`config.mk`:
```
export PLATFORM = sky130hd
export DESIGN_NAME = vga_rx_monitor
export DESIGN_NICKNAME = d
export VERILOG_FILES = /design/src/rtl/vga_rx_monitor.sv
export SDC_FILE = /design/constraint.sdc
export NUM_CORES = 1
export LEC_CHECK = 0
export CAP_MARGIN = 0
export CORE_ASPECT_RATIO = 0.5
export CORE_MARGIN = 2
export CORE_UTILIZATION = 28
export CTS_CLUSTER_SIZE = 8
export DETAILED_ROUTE_END_ITERATION = 7
export SYNTH_ARGS = -nofsm -noshare
export SYNTH_HDL_FRONTEND = slang
export SYNTH_SLANG_ARGS = --single-unit
```
`constraint.sdc`:
```
create_clock -name clk -period 6.3 [get_ports clk]
set_input_delay 1.26 -clock clk [delete_from_list [all_inputs] [get_ports clk]]
set_output_delay 1.26 -clock clk [all_outputs]
set_load 0.01 [all_outputs]
```
`src/rtl/vga_rx_monitor.sv`:
```
// VGA sink monitor: samples HS/VS/RGB, locks to frame timing, emits pixels and status.
// Define VGA_RX_CRC_EN to add a CRC-16-CCITT over each complete locked frame.
module vga_rx_monitor #(
    parameter int H_SYNC      = 96,
    parameter int H_BP        = 48,
    parameter int H_ACTIVE    = 640,
    parameter int H_TOTAL     = 800,
    parameter int V_TOTAL     = 525,
    parameter int V_SYNC_BP   = 35,
    parameter int V_ACTIVE    = 480,
    parameter int LOCK_FRAMES = 2
) (
    input  logic        clk,
    input  logic        rst_n,
    input  logic        hs,
    input  logic        vs,
    input  logic [11:0] rgb,
    output logic        pix_valid,
    output logic [9:0]  pix_x,
    output logic [8:0]  pix_y,
    output logic [11:0] pix_rgb,
    output logic        frame_start,
    output logic        locked,
    output logic        err_pulse,
    output logic [7:0]  err_cnt,
    output logic [15:0] frame_crc
);

    localparam int H_START = H_SYNC + H_BP;
    localparam int H_END   = H_START + H_ACTIVE;
    localparam int V_END   = V_SYNC_BP + V_ACTIVE;

    localparam logic [11:0] H_SAT  = 12'(2 * H_TOTAL);
    localparam logic [11:0] H_LAST = 12'(H_TOTAL - 1);
    localparam logic [9:0]  V_LAST = 10'(V_TOTAL - 1);

    typedef enum logic [1:0] {
        SEARCH,
        MEASURE,
        LOCKED
    } state_t;

    state_t      state;
    logic        hs_r, vs_r, hs_d, vs_d;
    logic [11:0] rgb_r;
    logic [11:0] hcnt, h_next;
    logic [9:0]  vcnt, v_next;
    logic [7:0]  good_frames;
    logic        line_err;
    logic        hs_fall, vs_fall;
    logic        line_bad, frame_bad, timeout, lock_err;
    logic        active, pix_hit;

    // Edge detectors reset low so a line already low at reset is not an edge.
    always_ff @(posedge clk or negedge rst_n) begin
        if (!rst_n) begin
            hs_r  <= 1'b0;
            vs_r  <= 1'b0;
            hs_d  <= 1'b0;
            vs_d  <= 1'b0;
            rgb_r <= '0;
        end else begin
            hs_r  <= hs;
            vs_r  <= vs;
            hs_d  <= hs_r;
            vs_d  <= vs_r;
            rgb_r <= rgb;
        end
    end

    assign hs_fall = hs_d & ~hs_r;
    assign vs_fall = vs_d & ~vs_r;

    // h_next/v_next are the coordinates of the sample now sitting in rgb_r.
    always_comb begin
        h_next = hcnt;
        if (hs_fall) begin
            h_next = '0;
        end else if (hcnt != H_SAT) begin
            h_next = hcnt + 12'd1;
        end
        v_next = vcnt;
        if (vs_fall) begin
            v_next = '0;
        end else if (hs_fall && vcnt != 10'h3FF) begin
            v_next = vcnt + 10'd1;
        end
    end

    assign line_bad  = hs_fall && (hcnt != H_LAST);
    assign frame_bad = vs_fall && (vcnt != V_LAST);
    assign timeout   = (h_next == H_SAT) && (hcnt != H_SAT);
    assign lock_err  = line_bad | frame_bad | timeout;

    assign active = (h_next >= 12'(H_START)) && (h_next < 12'(H_END)) &&
                    (v_next >= 10'(V_SYNC_BP)) && (v_next < 10'(V_END));
    assign pix_hit = (state == LOCKED) && active;

    always_ff @(posedge clk or negedge rst_n) begin
        if (!rst_n) begin
            hcnt <= '0;
            vcnt <= '0;
        end else begin
            hcnt <= h_next;
            vcnt <= v_next;
        end
    end

    always_ff @(posedge clk or negedge rst_n) begin
        if (!rst_n) begin
            state       <= SEARCH;
            good_frames <= '0;
            line_err    <= 1'b0;
            locked      <= 1'b0;
            err_pulse   <= 1'b0;
            err_cnt     <= '0;
            frame_start <= 1'b0;
        end else begin
            err_pulse   <= 1'b0;
            frame_start <= vs_fall;
            case (state)
                SEARCH: begin
                    if (vs_fall) begin
                        state       <= MEASURE;
                        good_frames <= '0;
                        line_err    <= 1'b0;
                    end
                end
                MEASURE: begin
                    if (vs_fall) begin
                        line_err <= 1'b0;
                        if (frame_bad || line_bad || line_err) begin
                            good_frames <= '0;
                        end else if (good_frames + 8'd1 >= 8'(LOCK_FRAMES)) begin
                            state       <= LOCKED;
                            locked      <= 1'b1;
                            good_frames <= '0;
                        end else begin
                            good_frames <= good_frames + 8'd1;
                        end
                    end else if (line_bad) begin
                        good_frames <= '0;
                        line_err    <= 1'b1;
                    end
                end
                LOCKED: begin
                    if (lock_err) begin
                        err_pulse <= 1'b1;
                        if (err_cnt != 8'hFF) begin
                            err_cnt <= err_cnt + 8'd1;
                        end
                        state  <= SEARCH;
                        locked <= 1'b0;
                    end
                end
                default: begin
                    state  <= SEARCH;
                    locked <= 1'b0;
                end
            endcase
        end
    end

    always_ff @(posedge clk or negedge rst_n) begin
        if (!rst_n) begin
            pix_valid <= 1'b0;
            pix_x     <= '0;
            pix_y     <= '0;
            pix_rgb   <= '0;
        end else begin
            pix_valid <= pix_hit;
            if (pix_hit) begin
                pix_x   <= 10'(h_next - 12'(H_START));
                pix_y   <= 9'(v_next - 10'(V_SYNC_BP));
                pix_rgb <= rgb_r;
            end
        end
    end

`ifdef VGA_RX_CRC_EN
    logic [15:0] crc, crc_nxt;

    function automatic logic [15:0] crc12(input logic [15:0] c,
                                          input logic [11:0] d);
        logic [15:0] r;
        r = c;
        for (int i = 11; i >= 0; i--) begin
            if (r[15] ^ d[i]) begin
                r = {r[14:0], 1'b0} ^ 16'h1021;
            end else begin
                r = {r[14:0], 1'b0};
            end
        end
        return r;
    endfunction

    assign crc_nxt = crc12(crc, pix_rgb);

    // Running CRC only survives while locked; a bad edge discards the frame.
    always_ff @(posedge clk or negedge rst_n) begin
        if (!rst_n) begin
            crc       <= 16'hFFFF;
            frame_crc <= '0;
        end else if (state != LOCKED || lock_err) begin
            crc <= 16'hFFFF;
        end else if (vs_fall) begin
            frame_crc <= pix_valid ? crc_nxt : crc;
            crc       <= 16'hFFFF;
        end else if (pix_valid) begin
            crc <= crc_nxt;
        end
    end
`else
    assign frame_crc = 16'h0000;
`endif

endmodule

```
---- Word level (Yosys, flattened, before mapping) ----
Cells that the tools add are included.
storage, ports and cells
  output and inout port bits .............. 59
  input bits .............................. 16
  logic and storage cells ................. 93
  register bits after elaboration ......... 92
cells by class
  $lt $le $gt $ge ......................... 5
  bitwise gates (word level) .............. 7
  reduce and logical (&&, ||, !) cells .... 16
  eq/ne operators ......................... 14
  multiplexer cells ....................... 27
  add/subtract/negate cells ............... 6
operator list
  operator                 count
  $mux W8                  5
  $mux W12                 2
  $mux W10                 2
  $ne A10 B10 Y1 const B   2
  $add A8 B1 Y8 const B    2
  $pmux W8 S2              1
  $add A12 B1 Y12 const B  1
  $eq A12 B11 Y1 const B   1
  $ge A12 B8 Y1 const B    1
  $lt A12 B10 Y1 const B   1
  $ne A12 B10 Y1 const B   1
  $ne A12 B11 Y1 const B   1
  $add A10 B1 Y10 const B  1
  $ge A10 B6 Y1 const B    1
  $lt A10 B10 Y1 const B   1
  $mux W2                  5
  $ne A2 B2 Y1 const B     5
  $reduce_and A5 Y1        2
  $sub A10 B8 Y10 const B  1
  $mux W1                  9
  $sub A9 B6 Y9 const B    1
  $ge A8 B2 Y1 const B     1
  $logic_and A1 B1 Y1      8
  $ne A8 B8 Y1 const B     1
  other kinds (13)         19

---- Depth between registers and ports, before layout ----
  word-level depth ........................ 9
  depth in mapped cells ................... 14
  gate-level depth less buffers ........... 12

---- Least setup slack after synthesis ----
No wires, ideal clock.
  path kind ............................... register to register
  start ................................... register hcnt[2]
  end ..................................... register pix_x[2]
  cell stages (with the launch flop) ...... 14
  arrival time ............................ 3.525 ns
  data required time ...................... 6.172 ns
  slack ................................... 2.647 ns
  path buffers ............................ 2
  library setup time ...................... 0.128 ns
  path through ............................ dfrtp_1 nand3_1 clkbuf_1 or3_1 a21oi_1 inv_1 ha_1 a2111o_1 a221o_1 o21ai_0 a211oi_1 a2111oi_4 buf_6 mux2_1
between the ends
  longest elaborated chain between the ends .. 8
  elaborated cells between the ends (all ways) .. 11
  classes of those cells .................. add/sub: 2; order compare: 2; eq/ne: 1; mux: 2; reduce/logical: 4
ends and longest elaborated chain
  what                                                      line    source
  from (decl)                                               46      logic [11:0] hcnt, h_next;
  from (signal assigned)                                    104     hcnt <= h_next;
  $add A12 B1 Y12 / $ne A12 B11 Y1 (equally long branches)  80, 79
  $mux W12 *                                                79      end else if (hcnt != H_SAT) begin
  $mux W12 *                                                77      if (hs_fall) begin
  via h_next[5]                                             46
  $ge A12 B8 Y1 / $lt A12 B10 Y1 (equally long branches)    95      assign active = (h_next >= 12'(H_START)) && (h_next < 12'(H_END)) &&
  $logic_and A1 B1 Y1 * (2 in a row)                        95
  $logic_and A1 B1 Y1 *                                     96      (v_next >= 10'(V_SYNC_BP)) && (v_next < 10'(V_END));
  $logic_and A1 B1 Y1 *                                     97      assign pix_hit = (state == LOCKED) && active;
  via pix_hit                                               52      logic active, pix_hit;
  to (signal assigned)                                      173     pix_x <= 10'(h_next - 12'(H_START));
  to (decl)                                                 19      output logic [9:0] pix_x,
The timed path passes the listed nets; every way through them passes the cells marked *.
A chain may end at the register's enable or synchronous reset.

---- Final worst setup path ----
  start ................................... register hcnt[0]
  end ..................................... register pix_x[4]
between the ends
  longest elaborated chain between the ends .. 8
  elaborated cells between the ends (all ways) .. 11
  classes of those cells .................. add/sub: 2; order compare: 2; eq/ne: 1; mux: 2; reduce/logical: 4
ends and longest elaborated chain
  what                                                      line
  $add A12 B1 Y12 / $ne A12 B11 Y1 (equally long branches)  80, 79
  $mux W12 *                                                79
  $mux W12 *                                                77
  $ge A12 B8 Y1 / $lt A12 B10 Y1 (equally long branches)    95
  $logic_and A1 B1 Y1 (2 in a row)                          95
  $logic_and A1 B1 Y1                                       96
  $logic_and A1 B1 Y1                                       97
Mark *: on every way between the ends. The rest lies on a longest branch, timed or not.

==> impl_metrics.csv <==
group,metric,value,unit
finish,multi_input_area,2030,um2
clocking,cts-root-buf,"clkbuf_16",
place,dp_slack,1740,ps
flow_run,max_cap_viol_count,0,
drt,vias_per_cell,4.76,
min_path,hold_depth,0,
sta,slew_violations,0,
clocking,hold_buffers,0,
grt,grt.busiest_layer,"met2",
finish,register_area,2300,um2
grt,use_met1,0.170,
finish,synthToLayoutAreaGrowth,22.6,%
finish,nets,483,
finish,drive_above_1_share,0.0606,
sta,fin_crit_sh,0.731,
worst_setup_path,worst_ep_required_time,6520,ps
floorplanning,dieArea,17400,um2
grt,grt_overflow_total,0,
logic_synthesis,synthesis.area,4550,um2
logic_synthesis,synth_area_leaders,"dfrtp_1 51%, mux2_1 7.2%, xor2_1 3.1%, ha_1 2.7%, buf_4 2.6%",
sta,fin_ws,1690,ps
worst_setup_path,r2r_slack,1690,ps
place,hpwlAfterDp,7.06,mm
sta,setup_tns,0,ps
grt,grt_pass1_vias,3109,
drt,drtIter0Drc,212,
clocking,clkTransAtPathRegs,70,ps
sta,worstMarginPinSlew,939,ps
floorplanning,start_util,0.291,
clocking,clockBufferDepth,2,
sta,period_minus_slack,4610,ps
logic_synthesis,async_reset_ff_frac,1.00,
floorplanning,fp.coreArea,15700,um2
finish,final_cells,683,
sta,rsz0062_at_grt,"false",
floorplanning,fp-row-count,32,
worst_setup_path,rr_startpoint,"hcnt[0]",
floorplanning,io_pins,75,
grt,met2_usage,0.183,
place,place.gp.congestion,0.813,
logic_synthesis,ys.flop_type,"dfrtp_1",
worst_setup_path,worstSetupEndpointType,"flop",
worst_setup_path,reg2reg_depth,12,
worst_setup_path,crit_path_start_kind,"flop",
pwr,p_int,1.02,mW
sta,hold_violations,0,
place,dp.cells,667,
logic_synthesis,synth_xor_area_frac,0.0462,
drt,wl_per_cell,14.3,um
logic_synthesis,synth_edf_count,0,
grt,grt.met3_usage,0.0314,
pwr,power_frac_comb,0.130,
clocking,clock_latency,340,ps
grt,antenna_found_initial,0,
clocking,numCtsBuffers,9,
pwr,p_sw,0.383,mW
place,io_buffer_count,58,
worst_setup_path,r2r_end,"pix_x[4]",
min_path,hp-start,"vs_r",
logic_synthesis,postSynthAreaPerCell,11.3,um2
logic_synthesis,yosys_warnings,0,
logic_synthesis,yosysSeqAreaShare,0.506,
pwr,p_seq_frac,0.477,
pwr,p_leak,2.49,nW
drt,wl,9.74,mm
finish,n_fill_cell,1516,
drt,vias,3251,
sta,max_slew_margin,0.371,
grt,grt_max_degree,65,
grt,grt_usage,0.120,
worst_setup_path,critPathKind,"reg -> reg",
sta,setup_viol,0,
outcome,status,"completed",
logic_synthesis,yosysTopAreaCellShare,0.506,
clocking,cts_tree,"built",
sta,worst_clock_skew,6.00,ps
logic_synthesis,synth_top_area_cell,"dfrtp_1",
logic_synthesis,synthMuxAreaShare,0.0850,
pwr,swShare,0.272,
logic_synthesis,synth_seq_cells,92,
pwr,clkPwrFrac,0.393,
grt,grt_pass1_wl,16.5,mm
clocking,clock_sink_count,92,
logic_synthesis,synthAdderAreaFrac,0.0275,
drt,dr.pass1.iters,4,
min_path,hold-path-endpoint,"vs_d",
logic_synthesis,ys_types,67,
floorplanning,die_w,184,um
sta,max_freq,217,MHz
clocking,ctsResizeCount,0,
logic_synthesis,netlist_instances,404,
worst_setup_path,cp_max_fo,24,
drt,final_antenna_net_count,0,
floorplanning,die-height,94.1,um
clocking,htree_num_levels,3,
min_path,hold_path.class,"reg -> reg",
pwr,power-per-cell-area,252,nW/um2
worst_setup_path,worst_ep_arrival_time,4820,ps
clocking,postCtsSetupRepairBufs,0,
sta,whs,375,ps
finish,final_util,0.356,
logic_synthesis,synth_top_family_by_area,"simple AND/OR/NAND/NOR gates",
logic_synthesis,synth_compound_area_frac,0.121,
pwr,ir_drop,0.177,mV
drt,drcViolationCount,0,
finish,num_antenna_cells,0,
logic_synthesis,synthSimpleGateAreaFrac,0.154,
[worst max-delay path by stage]
stage          startpoint  endpoint  slack [ps]
6_report          hcnt[0]  pix_x[4]        1690
5_1_grt           hcnt[0]  pix_x[4]        1400
4_1_cts           hcnt[0]  pix_x[4]        1700
3_5_place_dp      hcnt[0]  pix_x[4]        1740
3_3_place_gp      hcnt[0]  pix_x[4]        1730
2_1_floorplan     hcnt[2]  pix_x[2]        2650
[registers in the layout, indices dropped and copies added (netlist names)]
name         cells
err_cnt          8
err_pulse        1
frame_start      1
good_frames      8
hcnt            12
hs_d             1
hs_r             1
line_err         1
locked           1
pix_rgb         12
pix_valid        1
pix_x           10
pix_y            9
rgb_r           12
state            2
vcnt            10
vs_d             1
vs_r             1
[cell type report]
cell class / count / area share
flip-flops and latches: 92 / 0.413
multi-input cells: 278 / 0.365
repair buffers: 61 / 0.108
well taps: 221 / 0.0496
clock buffers: 10 / 0.0428
clock inverters: 6 / 0.0126
inverters: 15 / 0.0101
[cell usage after synthesis (4+ instances only)]
cell type,instances
nand2_1,21
buf_2,4
and2_1,4
dfrtp_1,92
o2111ai_1,4
inv_1,14
a21o_1,4
or3_1,5
a211oi_1,5
nor2_1,18
nand3_1,11
xnor2_1,8
a31oi_1,5
clkbuf_1,11
nor3_1,8
and3_1,5
mux2i_1,6
buf_4,16
nand2b_1,4
o31ai_1,5
nor4_1,4
nand4_1,7
ha_1,10
xor2_1,16
o211ai_1,4
nor2b_1,9
o21ai_0,6
mux2_1,29
a21oi_1,14
[layer usage]
layer  up-vias  part of all wire
li1       1545                 -
met3         9             0.051
met4         0            0.0099
met1      1616              0.49
met5         -                 0
met2        81              0.45
[logic make-up after synthesis]
logic type	count (synthesis)
AND/OR/NAND/NOR	120
flip-flops	92
AO/OA/AOI/OAI	73
buffers and inverters	49
multiplexers	35
XOR/XNOR	24
adder cells (fa/ha/maj)	10
other	1
[critical path, cell delays in order (launching register included)]
cell       delay, ps
dfrtp_1          530
ha_1             450
nand3_1          200
xor2_1           180
or2_2            310
ha_1             270
a2111o_1         420
a221o_1          370
o21ai_0           90
a211oi_1         120
a2111oi_4        720
buf_4            440
mux2_1           370
[metrics by stage]
stage               area, um2  power [mW]
floorplan                4610       0.794
global placement         5270       0.863
detailed placement       5270       0.864
CTS                      5580        1.42
global route             5580        1.48
finish                   5580        1.41
[cell usage in the layout (no fill, tap or decap), types with 5 or more instances in the layout]
cell / synthesis / final
a211oi_1: 5 / 5
a21oi_1: 14 / 14
a31oi_1: 5 / 5
and3_1: 5 / 5
clkbuf_16: 0 / 9
clkdlybuf4s50_1: 0 / 57
conb_1: 1 / 16
dfrtp_1: 92 / 92
ha_1: 10 / 10
inv_1: 14 / 14
mux2_1: 29 / 29
mux2i_1: 6 / 6
nand2_1: 21 / 21
nand3_1: 11 / 11
nand4_1: 7 / 7
nor2_1: 18 / 18
nor2b_1: 9 / 9
nor3_1: 8 / 8
o21ai_0: 6 / 6
o31ai_1: 5 / 5
or3_1: 5 / 5
xnor2_1: 8 / 8
xor2_1: 16 / 16
[power groups by stage]
stage	logic (mW)	clock network [mW]	registers, mW
3_5_place_dp	0.183	0	0.682
4_1_cts	0.184	0.569	0.671
3_3_place_gp	0.182	0	0.681
2_1_floorplan	0.127	0	0.666
5_1_grt	0.208	0.594	0.677
6_report	0.182	0.553	0.671
(Power assumes the default switching activity.)
